===== src/rtl/imem_loader_pkg.sv =====
// Shared types and frame constants for the instruction-memory loader.
package imem_loader_pkg;

    localparam int unsigned ByteWidth = 8;
    localparam int unsigned LenWidth  = 16;
    localparam int unsigned WordWidth = 32;

    localparam logic [ByteWidth-1:0] MagicDefault = 8'hA5;

    typedef enum logic [2:0] {
        StIdle,
        StLenHi,
        StLenLo,
        StData,
        StWrite,
        StCsum,
        StDone,
        StErr
    } loader_state_e;

endpackage


===== src/rtl/byte_to_word.sv =====
// Big-endian byte-to-word assembler with byte index and running XOR checksum.
module byte_to_word
    import imem_loader_pkg::*;
(
    input  logic                 clk,
    input  logic                 rst_n,
    input  logic                 clear_i,
    input  logic                 byte_valid_i,
    input  logic [ByteWidth-1:0] byte_i,
    output logic [WordWidth-1:0] word_o,
    output logic                 last_o,
    output logic [ByteWidth-1:0] csum_o
);

    logic [1:0]           idx_q;
    logic [WordWidth-1:0] word_q;
    logic [ByteWidth-1:0] csum_q;

    always_ff @(posedge clk or negedge rst_n) begin
        if (!rst_n) begin
            idx_q  <= 2'd0;
            word_q <= '0;
            csum_q <= '0;
        end else if (clear_i) begin
            // Word register is left alone so Write_Data keeps its last value.
            idx_q  <= 2'd0;
            csum_q <= '0;
        end else if (byte_valid_i) begin
            idx_q  <= idx_q + 2'd1;
            word_q <= {word_q[WordWidth-ByteWidth-1:0], byte_i};
            csum_q <= csum_q ^ byte_i;
        end
    end

    assign word_o = word_q;
    assign csum_o = csum_q;
    assign last_o = byte_valid_i && (idx_q == 2'd3);

endmodule


===== src/rtl/imem_loader.sv =====
// Framed byte-stream loader that fills instruction memory and holds the CPU until a clean frame.
module imem_loader
    import imem_loader_pkg::*;
#(
    parameter int unsigned          DEPTH     = 49,
    parameter logic [WordWidth-1:0] BASE_ADDR = 32'h0,
    parameter logic [ByteWidth-1:0] MAGIC     = MagicDefault,
    parameter int unsigned          TIMEOUT   = 1024
) (
    input  logic                 clk,
    input  logic                 rst_n,
    input  logic [ByteWidth-1:0] rx_data,
    input  logic                 rx_valid,
    output logic                 rx_ready,
    output logic [WordWidth-1:0] MemAddr,
    output logic                 MemWrite,
    output logic                 MemRead,
    output logic [WordWidth-1:0] Write_Data,
    output logic                 cpu_hold,
    output logic                 load_done,
    output logic                 load_err
);

    localparam int unsigned          IdleWidth = $clog2(TIMEOUT + 1);
    localparam logic [IdleWidth-1:0] IdleLast  = IdleWidth'(TIMEOUT - 1);

    loader_state_e        state_q, state_d;
    logic [LenWidth-1:0]  len_q, len_d;
    logic [WordWidth-1:0] addr_q, addr_d;
    logic [IdleWidth-1:0] idle_q, idle_d;
    logic                 done_q, done_d;
    logic                 err_q, err_d;
    logic                 hold_q, hold_d;
    logic                 rx_ready_q;
    logic                 mem_write_q;

    logic                 accept;
    logic                 timed;
    logic                 start;
    logic                 data_byte;
    logic [LenWidth-1:0]  len_frame;
    logic [WordWidth-1:0] word;
    logic                 word_last;
    logic [ByteWidth-1:0] csum;

    assign accept    = rx_valid && rx_ready_q;
    assign len_frame = {len_q[LenWidth-1:ByteWidth], rx_data};
    assign timed     = (state_q == StLenHi) || (state_q == StLenLo) ||
                       (state_q == StData)  || (state_q == StCsum);

    byte_to_word u_byte_to_word (
        .clk         (clk),
        .rst_n       (rst_n),
        .clear_i     (start),
        .byte_valid_i(data_byte),
        .byte_i      (rx_data),
        .word_o      (word),
        .last_o      (word_last),
        .csum_o      (csum)
    );

    always_comb begin
        state_d   = state_q;
        len_d     = len_q;
        addr_d    = addr_q;
        done_d    = done_q;
        err_d     = err_q;
        hold_d    = hold_q;
        start     = 1'b0;
        data_byte = 1'b0;

        unique case (state_q)
            StIdle, StDone, StErr: begin
                if (accept && (rx_data == MAGIC)) begin
                    state_d = StLenHi;
                    done_d  = 1'b0;
                    err_d   = 1'b0;
                    hold_d  = 1'b1;
                    addr_d  = BASE_ADDR;
                    start   = 1'b1;
                end
            end
            StLenHi: begin
                if (accept) begin
                    len_d   = {rx_data, len_q[ByteWidth-1:0]};
                    state_d = StLenLo;
                end
            end
            StLenLo: begin
                if (accept) begin
                    len_d = len_frame;
                    if (32'(len_frame) > DEPTH) begin
                        state_d = StErr;
                        err_d   = 1'b1;
                    end else if (len_frame == '0) begin
                        state_d = StCsum;
                    end else begin
                        state_d = StData;
                    end
                end
            end
            StData: begin
                if (accept) begin
                    data_byte = 1'b1;
                    if (word_last) begin
                        state_d = StWrite;
                    end
                end
            end
            StWrite: begin
                len_d = len_q - 16'd1;
                if (len_q == 16'd1) begin
                    // Last word: keep the address on it so it never passes the top of memory.
                    state_d = StCsum;
                end else begin
                    addr_d  = addr_q + 32'd4;
                    state_d = StData;
                end
            end
            StCsum: begin
                if (accept) begin
                    if (rx_data == csum) begin
                        state_d = StDone;
                        done_d  = 1'b1;
                        hold_d  = 1'b0;
                    end else begin
                        state_d = StErr;
                        err_d   = 1'b1;
                    end
                end
            end
            default: state_d = StIdle;
        endcase

        // A byte accepted in the expiring cycle wins over the timeout.
        if (timed && !accept && (idle_q == IdleLast)) begin
            state_d = StErr;
            err_d   = 1'b1;
        end
    end

    always_comb begin
        idle_d = '0;
        if (!accept && (timed || (state_q == StWrite))) begin
            idle_d = idle_q + 1'b1;
        end
    end

    always_ff @(posedge clk or negedge rst_n) begin
        if (!rst_n) begin
            state_q     <= StIdle;
            len_q       <= '0;
            addr_q      <= BASE_ADDR;
            idle_q      <= '0;
            done_q      <= 1'b0;
            err_q       <= 1'b0;
            hold_q      <= 1'b1;
            rx_ready_q  <= 1'b0;
            mem_write_q <= 1'b0;
        end else begin
            state_q     <= state_d;
            len_q       <= len_d;
            addr_q      <= addr_d;
            idle_q      <= idle_d;
            done_q      <= done_d;
            err_q       <= err_d;
            hold_q      <= hold_d;
            rx_ready_q  <= (state_d != StWrite);
            mem_write_q <= (state_d == StWrite);
        end
    end

    assign rx_ready   = rx_ready_q;
    assign MemAddr    = addr_q;
    assign MemWrite   = mem_write_q;
    assign MemRead    = 1'b0;
    assign Write_Data = word;
    assign cpu_hold   = hold_q;
    assign load_done  = done_q;
    assign load_err   = err_q;

endmodule


===== config.mk =====
export PLATFORM = sky130hd
export DESIGN_NAME = imem_loader
export DESIGN_NICKNAME = d
export VERILOG_FILES = /design/src/rtl/imem_loader_pkg.sv /design/src/rtl/byte_to_word.sv /design/src/rtl/imem_loader.sv
export SDC_FILE = /design/constraint.sdc
export NUM_CORES = 1
export LEC_CHECK = 0
export CAP_MARGIN = 20
export CORE_MARGIN = 2
export CORE_UTILIZATION = 45
export CTS_CLUSTER_SIZE = 25
export DETAILED_ROUTE_END_ITERATION = 10
export GPL_TIMING_DRIVEN = 1
export PLACE_DENSITY = 0.68
export REMOVE_ABC_BUFFERS = 1
export SETUP_SLACK_MARGIN = 0.3
export SLEW_MARGIN = 40
export SYNTH_ARGS = -nofsm -noshare
export SYNTH_HDL_FRONTEND = slang
export SYNTH_SLANG_ARGS = --single-unit
export TNS_END_PERCENT = 10

===== constraint.sdc =====
create_clock -name clk -period 2.6 [get_ports clk]
set_input_delay 0.26 -clock clk [delete_from_list [all_inputs] [get_ports clk]]
set_output_delay 0.26 -clock clk [all_outputs]
set_load 0.005 [all_outputs]

==> results of run 1 <==
==> final cells by class <==
type / instances / area, um^2
Fill cell: 1074 / 5160
Tap cell: 147 / 184
Timing Repair Buffer: 109 / 1020
Inverter: 14 / 52.6
Clock inverter: 6 / 47.5
Clock buffer: 10 / 239
Sequential cell: 107 / 2680
Multi-Input combinational cell: 462 / 2630
==> flip-flops by register name, summed over array words and instances (netlist names), 2 cells and up <==
register and cells:
MemAddr 30, idle_q 11, len_q 16, state_q 3, u_byte_to_word.csum_o 8, u_byte_to_word.idx_q 2, u_byte_to_word.word_o 32
==> logic make-up after synthesis <==
family | Yosys count | synth area share [%]
AOI/OAI and AO/OA | 111 | 12.8
xor gates and xnor gates | 39 | 6.19
adders and majority gates | 5 | 1.13
buffers and inverters | 48 | 4.08
DFF | 107 | 48.6
muxes | 2 | 0.363
other | 1 | 0.0680
and+or+nand+nor | 302 | 26.8
==> cells in the final DEF, fill, tap and decap left out, types with 9 or more instances in the layout <==
| cell | n |
|---|---|
| inv_1 | 14 |
| xor2_1 | 15 |
| nor2_1 | 61 |
| nand2_1 | 129 |
| xnor2_1 | 24 |
| buf_4 | 31 |
| nand4_1 | 15 |
| clkbuf_16 | 9 |
| clkdlybuf4s50_1 | 76 |
| o21ai_0 | 41 |
| and3_1 | 9 |
| nor3_1 | 12 |
| a21oi_1 | 25 |
| nand3_1 | 22 |
| dfrtp_1 | 106 |
==> routing by layer <==
metal  vias up  routed length (um)  global-route usage (%)
met3        15                 602                    4.34
li1       2300                   -                       -
met2       129                6320                    34.5
met1      2341                5960                    28.1
met4         0                 193                    6.67
met5         -                   0                       0
==> timing repair <==
action,4_1_cts,5_1_grt
gates resized for setup,0,1
setup endpoints to repair,0,1
endpoints found under the hold margin,23,0
hold buffers,1,0
==> worst max path at each step <==
stage	to	slack, ns	from
after global routing	MemAddr[24]$_DFFE_PN0P_	0.31	MemAddr[2]$_DFFE_PN0P_
after CTS	MemAddr[28]$_DFFE_PN0P_	0.38	MemAddr[2]$_DFFE_PN0P_
after global placement	load_err$_DFFE_PN0P_	0.23	rx_data[1]
after detailed placement	load_err$_DFFE_PN0P_	0.17	rx_data[1]
after floorplan	u_byte_to_word.csum_o[0]$_DFFE_PN0P_	0.02	state_q[2]$_DFF_PN0_
final	MemAddr[28]$_DFFE_PN0P_	0.43	MemAddr[3]$_DFFE_PN0P_
==> stage by stage <==
step	area [um^2]	util, %	hold slack [ns]
after CTS	6850	57.0	0.356
after detailed placement	6550	54.6	0.191
after floorplan	5350	-	-0.0356
final	6860	57.1	0.351
after global routing	6860	57.1	0.366
after global placement	6550	54.6	0.188
==> power by group through the flow <==
stage	Clock (W)	Sequential [W]	Combinational [W]
finish	0.00133	0.00269	0.00272
global route	0.00142	0.00277	0.00305
CTS	0.00136	0.00269	0.00273
detailed placement	0	0.00271	0.00272
global placement	0	0.00269	0.00265
floorplan	0	0.00271	0.00140
==> results.toml, run 1 <==
[worst_setup_path]
start_kind = "flop"
worst_ep_arrival_time_ns = 2.42
max_stage_delay_ns = 0.61
count_of_cells_along_the_worst_register_to_register_path = 6
critical_path.slowest_cell = "or4_1"
timing.critical_path.required_ns = 2.84
cp.buffers_inverters = 0
worstReg2RegStart = "MemAddr[3]$_DFFE_PN0P_"
reg2reg_slack_ns = 0.43
timing.critical_path.cells = "ha_1, nand4_1, or4_1, nor4_2, xnor2_1, nor2_2"
critical_path.max_fanout = 9
worst_path_top_cell_family_by_delay = "simple AND/OR/NAND/NOR gates"
worstSetupPathDepth = 6
cp-end-kind = "flop"
regToRegEndpoint = "MemAddr[28]$_DFFE_PN0P_"
path_class = "flop to flop"

[timing]
fin_skew_ns = 0.0134
fin_crit_ns = 2.17
fmaxAchievable_ghz = 0.460
slew_headroom_pct = 59.0
finalWorstSetupSlack_ns = 0.426
worstMarginPinSlew_ns = 0.615
final_report_max_slew_violation_count = 0
rsz0062_at_grt = "false"
timing.final.hold_violations = 0
setup_violations = 0
final.period_utilization_pct = 83.6
fin_setup_tns_ns = 0

[grt]
grt_pass1_wl_mm = 22.3
antenna_found_initial = 0
grt_start_max_net_pins = 53
first_global_vias = 4615
globalRouteOverflowTotal = 0
global_route.usage.total_pct = 21.0

[clocking]
cts_tree = "built"
clock_latency_ns = 0.36
cts_max_level = 3
cts.sinks = 107
clk_transition_reported_paths_ns = 0.07
buffer_levels_on_the_longest_clock_path = 2
ctsRootBufferMaster = "clkbuf_16"
post_cts_repair_setup_buffers = 0
inserted_clock_buffers = 9

[drt]
postRouteWirelength_mm = 13.1
first_pass_detailed_route_iteration_total = 4
drt_first_iter_violations = 412
drt_drc_violations_left = 0
route.vias.total = 4785
post_drt_via_cell_ratio = 5.60
drt.antenna.violating_nets = 0
wl_per_cell_um = 15.3

[placed_design]
io_buffers = 77
dp.final_hpwl_mm = 9.16
dp.cells = 838
gpl.final_weighted_congestion = 0.893
preCtsSetupSlack_ns = 0.168

[floorplan]
floorplan.rows = 40
design.core.area_mm2 = 0.0120
initial_utilization_pct = 45.9
design.die.area_mm2 = 0.0132
die-height_um = 115
die-width_um = 115
io_pins = 81

[logic_synthesis]
syn_avg_cell_area_um2 = 8.97
dominant_cell_by_count_in_the_synthesized_netlist = "nand2_1"
synth_async_sr_flop_share_pct = 100
synthDominantCellAreaShare_pct = 48.1
postSynth.topFlopCell = "dfrtp_1"
synth_commonest_cells = "nand2_1, dfrtp_1, nor2_1, o21ai_0, clkbuf_1"
post_synth_main_area_contributors = "dfrtp_1, nand2_1, nor2_1"
synthesis.instances = 615
yosysWarnings = 0
synth.ff_latch_count = 107
synth_largest_area_cell = "dfrtp_1"
fraction_of_the_yosys_area_taken_by_sequential_cells_pct = 48.6
yosys.cell_types.count = 62
syn_area_mm2 = 0.00552
synth_edf_count = 0

[pwr]
p_leak_nw = 2.91
intPower_w = 0.00419
fin_total_pwr_w = 0.00674
pwr-share-seq_pct = 39.9
power.share.switching_pct = 37.8
netSwitchingPower_w = 0.00255
peakVddDrop_mv = 0.590
comb_pwr_share_pct = 40.4
clkPwrFrac_pct = 19.7
power.density_mw_per_mm2 = 983

[finish]
syn_to_final_growth_pct = 24.3
drive_gt1_share_pct = 9.32
fin_cells = 855
final_nets = 719
n_antenna_cell = 0

[run]
maxCapViolations = 0

[min_path]
holdCritPathClass = "input pin to async pin"

[outcome]
outcome = "finished clean"
No activity file was read; power rests on OpenSTA's default activity.
==> inputs of run 2 (changes only) <==
--- a/config.mk
+++ b/config.mk
@@ -11,7 +11,7 @@
 export CTS_CLUSTER_SIZE = 25
 export DETAILED_ROUTE_END_ITERATION = 10
 export GPL_TIMING_DRIVEN = 1
-export PLACE_DENSITY = 0.68
+export PLACE_DENSITY = 0.71
 export REMOVE_ABC_BUFFERS = 1
 export SETUP_SLACK_MARGIN = 0.3
 export SLEW_MARGIN = 40
==> constraint.sdc (replaced) <==
create_clock -name clk -period 1.85 [get_ports clk]
set_input_delay 0.185 -clock clk [delete_from_list [all_inputs] [get_ports clk]]
set_output_delay 0.185 -clock clk [all_outputs]
set_load 0.005 [all_outputs]
==> run 2 against run 1 <==
Compared with the run above:
- the flow now finishes with violations (setup timing)
- routed wire length rose by 16%
- first-iteration DRC count is 6.6% higher
- critical path depth increased by 1
- die area stayed put
- critical endpoint is now MemAddr[24]$_DFFE_PN0P_
==> results.toml, run 2 (synthesis results as in run 1) <==
[outcome]
outcome = "complete, but fails checks"
failed_checks = "setup timing"

[drt]
drt_drc_violations_left = 0
route.vias.total = 5191
drt_first_iter_violations = 439
first_pass_detailed_route_iteration_total = 5
postRouteWirelength_mm = 15.1
wl_per_cell_um = 16.3
drt.antenna.violating_nets = 0
post_drt_via_cell_ratio = 5.61

[finish]
drive_gt1_share_pct = 22.9
mostFrequentLayoutCells = "nand2_1, dfrtp_1, buf_4, clkdlybuf4s50_1, nor2_1"
largest_register_ffs = 32
layout.filler_cells = 959
final_nets = 789
n_antenna_cell = 0
mostFrequentLayoutCell = "nand2_1"
syn_to_final_growth_pct = 42.6

[run]
maxCapViolations = 0

[worst_setup_path]
worst_ep_arrival_time_ns = 2.16
cp-end-kind = "flop"
timing.critical_path.required_ns = 2.10
critical_path.max_fanout = 14
start_kind = "flop"
count_of_cells_along_the_worst_register_to_register_path = 7
path_class = "flop to flop"

[floorplan]
design.die.area_mm2 = 0.0132
die-width_um = 115
die-height_um = 115
io_pins = 81
floorplan.rows = 40
initial_utilization_pct = 45.9
design.core.area_mm2 = 0.0120

[timing]
finalWorstSetupSlack_ns = -0.0631
final_report_max_slew_violation_count = 0
setup_violations = 11
final.period_utilization_pct = 103
fin_crit_ns = 1.91
worstMarginPinSlew_ns = 0.511
slew_headroom_pct = 65.9
final.hold.worst_slack_ns = 0.340
fmaxAchievable_ghz = 0.523
rsz0062_at_grt = "true"
timing.final.hold_violations = 0
fin_skew_ns = 0.0101

[pwr]
netSwitchingPower_w = 0.00414
clkPwrFrac_pct = 19.5
intPower_w = 0.00685
p_leak_nw = 3.45
peakVddDrop_mv = 0.901
comb_pwr_share_pct = 47.2
power.density_mw_per_mm2 = 1400
power.share.switching_pct = 37.7
pwr-share-seq_pct = 33.3

[clocking]
cts.sinks = 107
inserted_clock_buffers = 9
clock_latency_ns = 0.36
cts_tree = "built"
buffer_levels_on_the_longest_clock_path = 2
clk_transition_reported_paths_ns = 0.07
cts_max_level = 3
ctsRootBufferMaster = "clkbuf_16"

[grt]
grt_pass1_wl_mm = 24.6
first_global_vias = 5201
globalRouteOverflowTotal = 0
global_route.usage.total_pct = 23.3
antenna_found_initial = 0
grt_start_max_net_pins = 36

[placed_design]
gpl.final_weighted_congestion = 0.919
preCtsSetupSlack_ns = -0.405
io_buffers = 77
dp.final_hpwl_mm = 10.3

[min_path]
holdCritPathClass = "input pin to async pin"
[run 2: cell types whose count changed in the layout (fill, tap and decap cells not counted), sizes merged]
cell | previous run | this run
inv | 16 | 17
bufinv | 0 | 2
dlygate4sd2 | 0 | 7
clkinv | 0 | 2
dlymetal6s2s | 0 | 10
clkinvlp | 4 | 0
buf | 32 | 102
clkdlybuf4s50 | 76 | 59
clkbuf | 10 | 9
[run 2: repair_timing]
item                       CTS  global route
gates resized for setup     67            42
hold buffers                 1             0
setup endpoints to repair   69           121
hold endpoints to repair    32             0
cloned                       0             1
setup buffers                2             4
pin swaps                   35            28
[run 2: metal layers]
metal	routed length, um	up-vias	GRT usage [%]
met5	0	-	0
met4	250	0	7.79
met3	626	25	3.86
met2	7810	150	40.5
met1	6420	2569	29.6
li1	-	2447	-
[run 2: final cells by class]
cell class	count	area, um^2	area share, %
multi-input combinational	462	2930	37.2
sequential	107	2680	34.1
timing repair buffer	179	1690	21.4
clock buffer	9	225	2.86
tap	147	184	2.34
clock inverter	7	106	1.35
inverter	14	55.1	0.700
[run 2: through the flow]
step           cells  instance area (um^2)  TNS (ns)  utilization (%)  power [W]
2_1_floorplan    583                  5350    -35.47                -    0.00578
3_3_place_gp     901                  7090    -13.10             59.0    0.00811
3_5_place_dp     901                  7090    -15.10             59.0    0.00830
4_1_cts          920                  7670    -0.169             63.8     0.0108
5_1_grt          925                  7870     -1.48             65.5     0.0117
6_report         925                  7870    -0.360             65.5     0.0110
[run 2: worst paths after layout]
kind                                                       start                                    end  slack, ns
setup / recovery                            state_q[1]$_DFF_PN0_                MemAddr[24]$_DFFE_PN0P_      -0.06
hold / removal                                             rst_n                    idle_q[4]$_DFF_PN0_       0.34
setup reg to reg                            state_q[1]$_DFF_PN0_                MemAddr[24]$_DFFE_PN0P_      -0.06
hold reg to reg            u_byte_to_word.word_o[27]$_DFFE_PN0P_  u_byte_to_word.word_o[27]$_DFFE_PN0P_       0.48
max in group asynchronous                                  rst_n                   cpu_hold$_DFFE_PN1P_       0.85
min in group clk                                      rx_data[4]   u_byte_to_word.word_o[4]$_DFFE_PN0P_       0.38
[run 2: critical path, stage by stage, from the launching register on]
cell	delay (ns)
dfrtp_1	0.39
or3b_4	0.42
a41o_1	0.25
buf_12	0.17
buf_6	0.13
nor4_4	0.25
xnor2_1	0.15
nor2_1	0.05
[run 2: power by group through the flow]
stage               Clock (W)  Combinational (W)  Sequential [W]
floorplan                   0            0.00197         0.00381
global placement            0            0.00450         0.00360
detailed placement          0            0.00464         0.00365
CTS                   0.00218            0.00495         0.00366
global route          0.00226            0.00566         0.00376
finish                0.00214            0.00518         0.00366
